## config.mk

```make
export PLATFORM = sky130hd
export DESIGN_NAME = audio_mix_sequencer_flat
export DESIGN_NICKNAME = d
export VERILOG_FILES = /design/src/rtl/audio_mix_sequencer_if.sv /design/src/rtl/audio_mix_sequencer.sv /design/src/flat_wrapper.sv
export SDC_FILE = /design/constraint.sdc
export NUM_CORES = 1
export LEC_CHECK = 0
export ABC_AREA = 1
export BUFFER_PORTS_ARGS = -buffer_cell sky130_fd_sc_hd__buf_2
export CAP_MARGIN = 20
export CELL_PAD_IN_SITES_DETAIL_PLACEMENT = 0
export CELL_PAD_IN_SITES_GLOBAL_PLACEMENT = 1
export CORE_MARGIN = 4
export CORE_UTILIZATION = 46
export DETAILED_ROUTE_END_ITERATION = 8
export PLACE_DENSITY_LB_ADDON = 0.3
export SLEW_MARGIN = 30
export SYNTH_ARGS = -nofsm -noshare
export SYNTH_HDL_FRONTEND = slang
export SYNTH_SLANG_ARGS = --single-unit
```

## constraint.sdc

```tcl
create_clock -name clk -period 5.1 [get_ports clk]
set_clock_uncertainty 0.1 [all_clocks]
set_input_delay 0.765 -clock clk [delete_from_list [all_inputs] [get_ports clk]]
set_output_delay 0.765 -clock clk [all_outputs]
set_load 0.01 [all_outputs]
```

## src/rtl/audio_mix_sequencer_if.sv

```systemverilog
// Config request handshake and mixer control bundle
// for the audio mix sequencer.
interface audio_mix_sequencer_if;
   logic       cfg_valid;
   logic       cfg_ready;
   logic [4:0] cfg_att;
   logic [1:0] cfg_mix;
   logic       mix_ce;
   logic [4:0] mix_att;
   logic [1:0] mix_mix;
   logic       busy;

   modport master (
      output cfg_valid, cfg_att, cfg_mix,
      input  cfg_ready, mix_ce, mix_att, mix_mix, busy
   );

   modport slave (
      input  cfg_valid, cfg_att, cfg_mix,
      output cfg_ready, mix_ce, mix_att, mix_mix, busy
   );
endinterface

```

## src/rtl/audio_mix_sequencer.sv

```systemverilog
// Mixer sample strobe plus click-free attenuation ramp
// and mute-guarded mix-mode switching.
module audio_mix_sequencer #(
   parameter int CE_DIV    = 4,
   parameter int RAMP_DIV  = 2,
   parameter int MUTE_HOLD = 3
) (
   input logic                  clk,
   input logic                  reset_n,
   audio_mix_sequencer_if.slave cfg
);

   localparam int CW = $clog2(CE_DIV);
   localparam int RW = (RAMP_DIV > 1) ? $clog2(RAMP_DIV) : 1;
   localparam int HW = (MUTE_HOLD > 1) ? $clog2(MUTE_HOLD) : 1;
   localparam logic [CW-1:0] CE_LAST   = CW'(CE_DIV - 1);
   localparam logic [RW-1:0] STEP_LAST = RW'(RAMP_DIV - 1);
   localparam logic [HW-1:0] HOLD_LAST = HW'(MUTE_HOLD - 1);
   localparam logic [4:0]    MUTE      = 5'd16;

   typedef enum logic [1:0] {
      IDLE,
      FADE_OUT,
      HOLD,
      RAMP
   } state_t;

   state_t        state, state_n;
   logic [CW-1:0] ce_cnt;
   logic          ce;
   logic [4:0]    level, level_n;
   logic [4:0]    tgt_level, tgt_level_n;
   logic [4:0]    req_level;
   logic [4:0]    att_q;
   logic [1:0]    mix_q, mix_n;
   logic [1:0]    tgt_mix, tgt_mix_n;
   logic [RW-1:0] step_cnt, step_n;
   logic [HW-1:0] hold_cnt, hold_n;
   logic          tick;

   assign req_level = cfg.cfg_att[4] ? MUTE
                    : {1'b0, cfg.cfg_att[3:0]};
   assign tick      = ce && (step_cnt == STEP_LAST);

   always_ff @(posedge clk or negedge reset_n) begin
      if (!reset_n) begin
         ce_cnt <= '0;
         ce     <= 1'b0;
      end else begin
         ce_cnt <= (ce_cnt == CE_LAST) ? '0 : ce_cnt + 1'b1;
         ce     <= (ce_cnt == CE_LAST);
      end
   end

   always_ff @(posedge clk or negedge reset_n) begin
      if (!reset_n) begin
         state     <= IDLE;
         level     <= MUTE;
         att_q     <= MUTE;
         mix_q     <= 2'd0;
         tgt_level <= MUTE;
         tgt_mix   <= 2'd0;
         step_cnt  <= '0;
         hold_cnt  <= '0;
      end else begin
         state     <= state_n;
         level     <= level_n;
         mix_q     <= mix_n;
         tgt_level <= tgt_level_n;
         tgt_mix   <= tgt_mix_n;
         step_cnt  <= step_n;
         hold_cnt  <= hold_n;
         // level only moves on a tick, so att follows on the ce edge
         att_q     <= (level_n == MUTE) ? MUTE
                    : {1'b0, level_n[3:0]};
      end
   end

   always_comb begin
      state_n     = state;
      level_n     = level;
      mix_n       = mix_q;
      tgt_level_n = tgt_level;
      tgt_mix_n   = tgt_mix;
      step_n      = step_cnt;
      hold_n      = hold_cnt;
      if (ce && (state == FADE_OUT || state == RAMP)) begin
         step_n = tick ? '0 : step_cnt + 1'b1;
      end
      unique case (state)
         IDLE: begin
            if (cfg.cfg_valid) begin
               tgt_level_n = req_level;
               tgt_mix_n   = cfg.cfg_mix;
               step_n      = '0;
               if (cfg.cfg_mix != mix_q) begin
                  state_n = FADE_OUT;
               end else if (req_level != level) begin
                  state_n = RAMP;
               end
            end
         end
         FADE_OUT: begin
            if (level == MUTE) begin
               state_n = HOLD;
               hold_n  = '0;
            end else if (tick) begin
               level_n = level + 5'd1;
               if (level_n == MUTE) begin
                  state_n = HOLD;
                  hold_n  = '0;
               end
            end
         end
         HOLD: begin
            if (ce) begin
               if (hold_cnt == HOLD_LAST) begin
                  mix_n   = tgt_mix;
                  state_n = RAMP;
                  step_n  = '0;
               end else begin
                  hold_n = hold_cnt + 1'b1;
               end
            end
         end
         RAMP: begin
            if (level == tgt_level) begin
               state_n = IDLE;
            end else if (tick) begin
               level_n = (level < tgt_level) ? level + 5'd1
                       : level - 5'd1;
               if (level_n == tgt_level) begin
                  state_n = IDLE;
               end
            end
         end
         default: state_n = IDLE;
      endcase
   end

   assign cfg.cfg_ready = (state == IDLE);
   assign cfg.busy      = (state != IDLE);
   assign cfg.mix_ce    = ce;
   assign cfg.mix_att   = att_q;
   assign cfg.mix_mix   = mix_q;

endmodule

```

## src/flat_wrapper.sv

```systemverilog
// flat-port wrapper written by rule: the top's interface ports become plain ports
module audio_mix_sequencer_flat 
#(
   parameter int CE_DIV    = 4,
   parameter int RAMP_DIV  = 2,
   parameter int MUTE_HOLD = 3
)
  (clk, reset_n, cfg_cfg_valid, cfg_cfg_att, cfg_cfg_mix, cfg_cfg_ready, cfg_mix_ce, cfg_mix_att, cfg_mix_mix, cfg_busy);
  audio_mix_sequencer_if cfg_i ();
  input logic clk;
  input logic reset_n;
  input wire logic [$bits(cfg_i.cfg_valid)-1:0] cfg_cfg_valid;
  input wire logic [$bits(cfg_i.cfg_att)-1:0] cfg_cfg_att;
  input wire logic [$bits(cfg_i.cfg_mix)-1:0] cfg_cfg_mix;
  output wire logic [$bits(cfg_i.cfg_ready)-1:0] cfg_cfg_ready;
  output wire logic [$bits(cfg_i.mix_ce)-1:0] cfg_mix_ce;
  output wire logic [$bits(cfg_i.mix_att)-1:0] cfg_mix_att;
  output wire logic [$bits(cfg_i.mix_mix)-1:0] cfg_mix_mix;
  output wire logic [$bits(cfg_i.busy)-1:0] cfg_busy;
  assign cfg_i.cfg_valid = cfg_cfg_valid;
  assign cfg_i.cfg_att = cfg_cfg_att;
  assign cfg_i.cfg_mix = cfg_cfg_mix;
  assign cfg_cfg_ready = cfg_i.cfg_ready;
  assign cfg_mix_ce = cfg_i.mix_ce;
  assign cfg_mix_att = cfg_i.mix_att;
  assign cfg_mix_mix = cfg_i.mix_mix;
  assign cfg_busy = cfg_i.busy;
  audio_mix_sequencer #(.CE_DIV(CE_DIV), .RAMP_DIV(RAMP_DIV), .MUTE_HOLD(MUTE_HOLD)) u_core (.clk(clk), .reset_n(reset_n), .cfg(cfg_i));
endmodule
```

## Yosys cells after proc, flatten, opt, wreduce, memory -nomap -nowiden

Index checks and enable logic that the tools add are counted.
Widths: inputs -> output; s select.

| operators by class | value |
|---|---|
| add/sub/neg operators | 5 |
| order comparisons | 1 |
| equal/unequal tests | 21 |
| mux-type cells | 33 |
| reduce and logical (&&, ||, !) cells | 10 |

Operator list:

| cell | count |
|---|---|
| $mux 5 | 7 |
| $mux 2 | 17 |
| $eq 5x5->1 const B | 3 |
| $eq 5x5->1 | 2 |
| $pmux 5 s2 | 1 |
| $eq 2x2->1 const B | 4 |
| $pmux 2 s4 | 1 |
| $reduce_and 8->1 | 1 |
| $ne 3x2->1 const B | 2 |
| $ne 3x3->1 const B | 2 |
| $add 5x1->5 const B | 1 |
| $lt 5x5->1 | 1 |
| $mux 1 | 5 |
| $ne 5x5->1 | 1 |
| $reduce_and 5->1 | 1 |
| $sub 5x1->5 const B | 1 |
| $add 2x1->2 const B | 2 |
| $ne 2x1->1 const B | 2 |
| $ne 2x2->1 const B | 2 |
| $pmux 2 s2 | 1 |
| $reduce_bool 2->1 | 2 |
| $ne 3x1->1 const B | 1 |
| $reduce_and 3->1 | 1 |
| $eq 2x1->1 const B | 1 |
| other kinds (7) | 8 |

| storage, ports and cells | value |
|---|---|
| register bits | 27 |
| bits of input ports | 10 |
| output and inout port bits | 10 |
| logic and storage cells | 80 |

## Longest topological paths before layout

| depth | value |
|---|---|
| word-level depth | 7 |
| gate-level depth with buffers | 15 |
| gate-level depth less buffers | 15 |

## Least setup slack after synthesis

No wires, ideal clock.

| timing | value |
|---|---|
| path kind | reg2reg |
| start point | register u_core.tgt_level[4] |
| end point | register u_core.state[0] |
| library setup time | 117 ps |
| data arrival time | 1796 ps |
| data required time | 4883 ps |
| setup slack | 3087 ps |
| stages on the path, launching flop included | 15 |
| path buffers | 0 |
| period minus slack after synthesis | 2013 ps |
| path through | dfstp_2 -> inv_1 -> ha_1 -> nand2_1 -> inv_1 -> nand2_1 -> nand3_4 -> nand2_1 -> nand2_1 -> nand2_1 -> nand2_1 -> nor2_1 -> nand3_1 -> nand3_1 -> nand2_1 |

| on the way | value |
|---|---|
| longest elaborated chain between the ends | 5 |
| elaborated cells between the ends (all ways) | 9 |
| those cells by class | order compare (1); eq/ne (4); mux (3); reduce/logical (1) |

RTL lines:

| item | line | RTL |
|---|---|---|
| from (decl) | audio_mix_sequencer.sv:32 | `logic [4:0] tgt_level, tgt_level_n;` |
| from (signal assigned) | audio_mix_sequencer.sv:69 | `tgt_level <= tgt_level_n;` |
| $lt 5x5->1 | audio_mix_sequencer.sv:130 | `level_n = (level < tgt_level) ? level + 5'd1` |
| $mux 5 | audio_mix_sequencer.sv:130 |  |
| $eq 5x5->1 | audio_mix_sequencer.sv:132 | `if (level_n == tgt_level) begin` |
| $ne 3x3->1 (no line) | - |  |
| $reduce_and 8->1 (no line) | - |  |
| to (signal assigned) | audio_mix_sequencer.sv:66 | `state <= state_n;` |
| to (decl) | audio_mix_sequencer.sv:28 | `state_t state, state_n;` |

Parallel ways exist; a longest one is shown, timed or not.
A chain may end at the register's enable or synchronous reset.

## Worst setup path in the final report

| timing | value |
|---|---|
| start point | register u_core.level[2] |
| end point | register u_core.state[0] |

| on the way | value |
|---|---|
| longest elaborated chain between the ends | 5 |
| elaborated cells between the ends (all ways) | 18 |
| those cells by class | add/sub (2); order compare (1); eq/ne (10); mux (4); reduce/logical (1) |

RTL lines:

| item | line | RTL |
|---|---|---|
| from (decl) | audio_mix_sequencer.sv:31 | `logic [4:0] level, level_n;` |
| from (signal assigned) | audio_mix_sequencer.sv:67 | `level <= level_n;` |
| $sub 5x1->5, or another cell as far along | audio_mix_sequencer.sv:131 | `: level - 5'd1;` |
| $mux 5 | audio_mix_sequencer.sv:130 |  |
| $eq 5x5->1 | audio_mix_sequencer.sv:132 |  |
| $ne 3x3->1 (no line) | - |  |
| $reduce_and 8->1 (no line) | - |  |

Parallel ways exist; a longest one is shown, timed or not.

==> results.cfg <==
[outcome]
status = finished clean

[cts]
ctsRootBufferMaster = clkbuf_8
clock-sinks = 27
postCtsResizedCells = 0
cts_tree = built
cts_hold_buf = 0
htree_levels = 1
path_clk_slew_ps = 100
clk_latency_ps = 290
cts_max_path_buffers = 2
numCtsBuffers = 3
post_cts_buffers = 0

[yosys]
synth-main-ff-cell = dfrtp_1
synth_fp_nets = 307
synth_edf_count = 0
syn-instance-count = 283
postSynthAreaPerCell_um2 = 7.06
yosys_warnings = 0
ys_seq_elements = 27
synth_cell_types = 34
ys_seq_area_frac = 0.340
syn_area_um2 = 2000
async_flop_share = 1.00

[power_and_ir_drop]
power.density_nw_per_um2 = 527
leakagePower_nw = 1.24
peakVddDrop_v = 0.000273

[min_path]
min_path_cells = 1
hp-class = flip-flop to flip-flop
min_from = u_core.ce_cnt[0]
hold_path_end = u_core.ce_cnt[0]

[job]
max_cap_violations = 0

[setup_path]
end_kind = flip-flop
ff2ff_setup_slack_ps = 2780
criticalPathCategory = flip-flop to flip-flop
rr_startpoint = u_core.level[2]
cp_max_fo = 12
startpoint_type = flip-flop
ff2ff_path_depth = 13
r2r-end = u_core.state[0]
required_ps = 5180
critPathArrivalTime_ps = 2400

[global_routing]
antenna_found_initial = 0
grt_usage = 0.190
top_usage_layer = met2
use_met3 = 0.0369
grt_pass1_vias = 1756
grt_max_degree = 28
grt_pass1_wl_um = 8070
grt_overflow = 0
grt_util_met2 = 0.309
use_met1 = 0.254

[timing]
rsz0062_at_grt = false
tightestPinTransition_ps = 626
max_slew_margin = 0.583
timing.setup.tns_ps = 0
fmax_mhz = 431
fin_crit_sh = 0.455
finalWorstSetupSlack_ps = 2780
period_needed_ps = 2320
hold_violations = 0
setup_viol = 0
slew_viol_final = 0

[routing]
num_vias = 1824
firstDrtPassIters = 5
wl_per_cell_um = 13.3
detail-route-antenna-nets = 0
drtIter0Drc = 98
drt_wl_total_um = 4690
drc = 0
viasPerCell = 5.17

[cells_and_area]
fill_cells = 430
drive_gt1_frac = 0.158
fin_nets = 328
syn_to_final_growth_pct = 9.21
diodes = 0

[place]
gp_congestion = 0.906
post-place-ws_ps = 2820
portBuffers = 19
hpwl_um = 3770

[die]
die_x_um = 73.9
rows = 23
initial_utilization = 0.489
core_um2 = 4090
die-area_um2 = 5460
io_pins = 20
die_h_um = 73.9
routing by layer:
metal,share of wire,vias to the layer above
li1,-,955
met1,0.47,820
met2,0.47,44
met3,0.051,5
met4,0.012,0
met5,0,-
stage by stage:
| stage | power, mW | cells | cell area [um^2] | hold WS, ps | utilization |
|---|---|---|---|---|---|
| after floorplan | 0.853 | 283 | 2000 | 303 | - |
| after global placement | 1.02 | 349 | 2130 | 315 | 0.522 |
| after detailed placement | 1.02 | 349 | 2130 | 323 | 0.522 |
| after CTS | 1.15 | 353 | 2180 | 340 | 0.534 |
| after global routing | 1.27 | 353 | 2180 | 352 | 0.534 |
| final | 1.15 | 353 | 2180 | 336 | 0.534 |
how the worst max path moves through the flow:
stage	from	to	slack (ps)
6_report	u_core.level[2]	u_core.state[0]	2780
3_3_place_gp	u_core.level[2]	u_core.state[1]	2830
4_1_cts	u_core.tgt_level[4]	u_core.state[1]	2810
5_1_grt	u_core.level[2]	u_core.state[0]	2590
2_1_floorplan	u_core.tgt_level[4]	u_core.state[0]	3090
3_5_place_dp	u_core.level[2]	u_core.state[0]	2820
cell families (layout without fill, tap and decap cells):
logic type      count (synthesis)  count (layout)  synth area share
mux                             1               1           0.00564
simple gates                  159             159             0.365
compound gates                 32              32            0.0940
xor+xnor                        3               3            0.0132
fa+ha+maj                      14              14            0.0877
flops                          27              27             0.340
buf+inv                        47              67            0.0940
cells in the mapped netlist, types with 2 or more instances:
| master | number | area share |
|---|---|---|
| nand2_2 | 6 | 0.019 |
| nor2_2 | 3 | 0.0094 |
| nand3_2 | 4 | 0.020 |
| o21ai_0 | 10 | 0.025 |
| dfstp_2 | 3 | 0.039 |
| dfrtp_1 | 24 | 0.30 |
| o21ai_1 | 5 | 0.013 |
| a21oi_2 | 2 | 0.0088 |
| o22ai_1 | 2 | 0.0063 |
| nand3_1 | 28 | 0.070 |
| inv_2 | 3 | 0.0056 |
| nand2_1 | 81 | 0.15 |
| nor2_1 | 25 | 0.047 |
| o211ai_1 | 2 | 0.0075 |
| inv_1 | 41 | 0.077 |
| nand4_1 | 6 | 0.019 |
| a21oi_1 | 7 | 0.018 |
| xnor2_1 | 2 | 0.0088 |
| ha_1 | 14 | 0.088 |
placed cells by master (no fill, tap or decap), drive strengths merged:
master    netlist  layout
a21oi           9       9
a31oi           1       1
buf             2      19
clkbuf          1       3
clkinvlp        0       1
dfrtp          24      24
dfstp           3       3
ha             14      14
inv            44      44
mux2            1       1
nand2          87      87
nand3          33      33
nand3b          1       1
nand4           7       7
nor2           28      28
nor3b           1       1
o211a           1       1
o211ai          2       2
o21ai          15      15
o221ai          1       1
o22ai           2       2
o31ai           1       1
or2             2       2
xnor2           2       2
xor2            1       1
power breakdown:
part	internal (mW)	total [mW]	switching, mW
combinational	0.240	0.683	0.443
clock	0.0557	0.130	0.0745
sequential	0.279	0.337	0.0572
sequential cells by signal (all words and copies together), names as in the netlist:
| signal | cells |
|---|---|
| u_core.cfg.mix_att | 5 |
| u_core.level | 5 |
| u_core.tgt_level | 5 |
| u_core.ce_cnt | 2 |
| u_core.cfg.mix_mix | 2 |
| u_core.hold_cnt | 2 |
| u_core.state | 2 |
| u_core.tgt_mix | 2 |
| u_core.cfg.mix_ce | 1 |
| u_core.step_cnt | 1 |
cell type report:
class | count | area (um^2) | share of cell area
well taps | 50 | 62.6 | 0.0287
flip-flops and latches | 27 | 679 | 0.312
clock inverters | 1 | 7.51 | 0.00344
inverters | 44 | 165 | 0.0757
repair buffers | 19 | 95.1 | 0.0436
clock buffers | 3 | 41.3 | 0.0189
multi-input cells | 209 | 1130 | 0.518
worst max-delay path, stage by stage (launching register included):
cell and delay (ps):
dfrtp_1 660, ha_1 340, nand2_1 70, nand2_1 60
nand2_1 190, nand3_4 150, nand2_1 110, nand3_1 70
nand2_1 110, nor2_1 50, nand3_1 70, nand2_1 70
nand3_1 80, nand2_1 60
No activity file was read; power rests on OpenSTA's default activity.
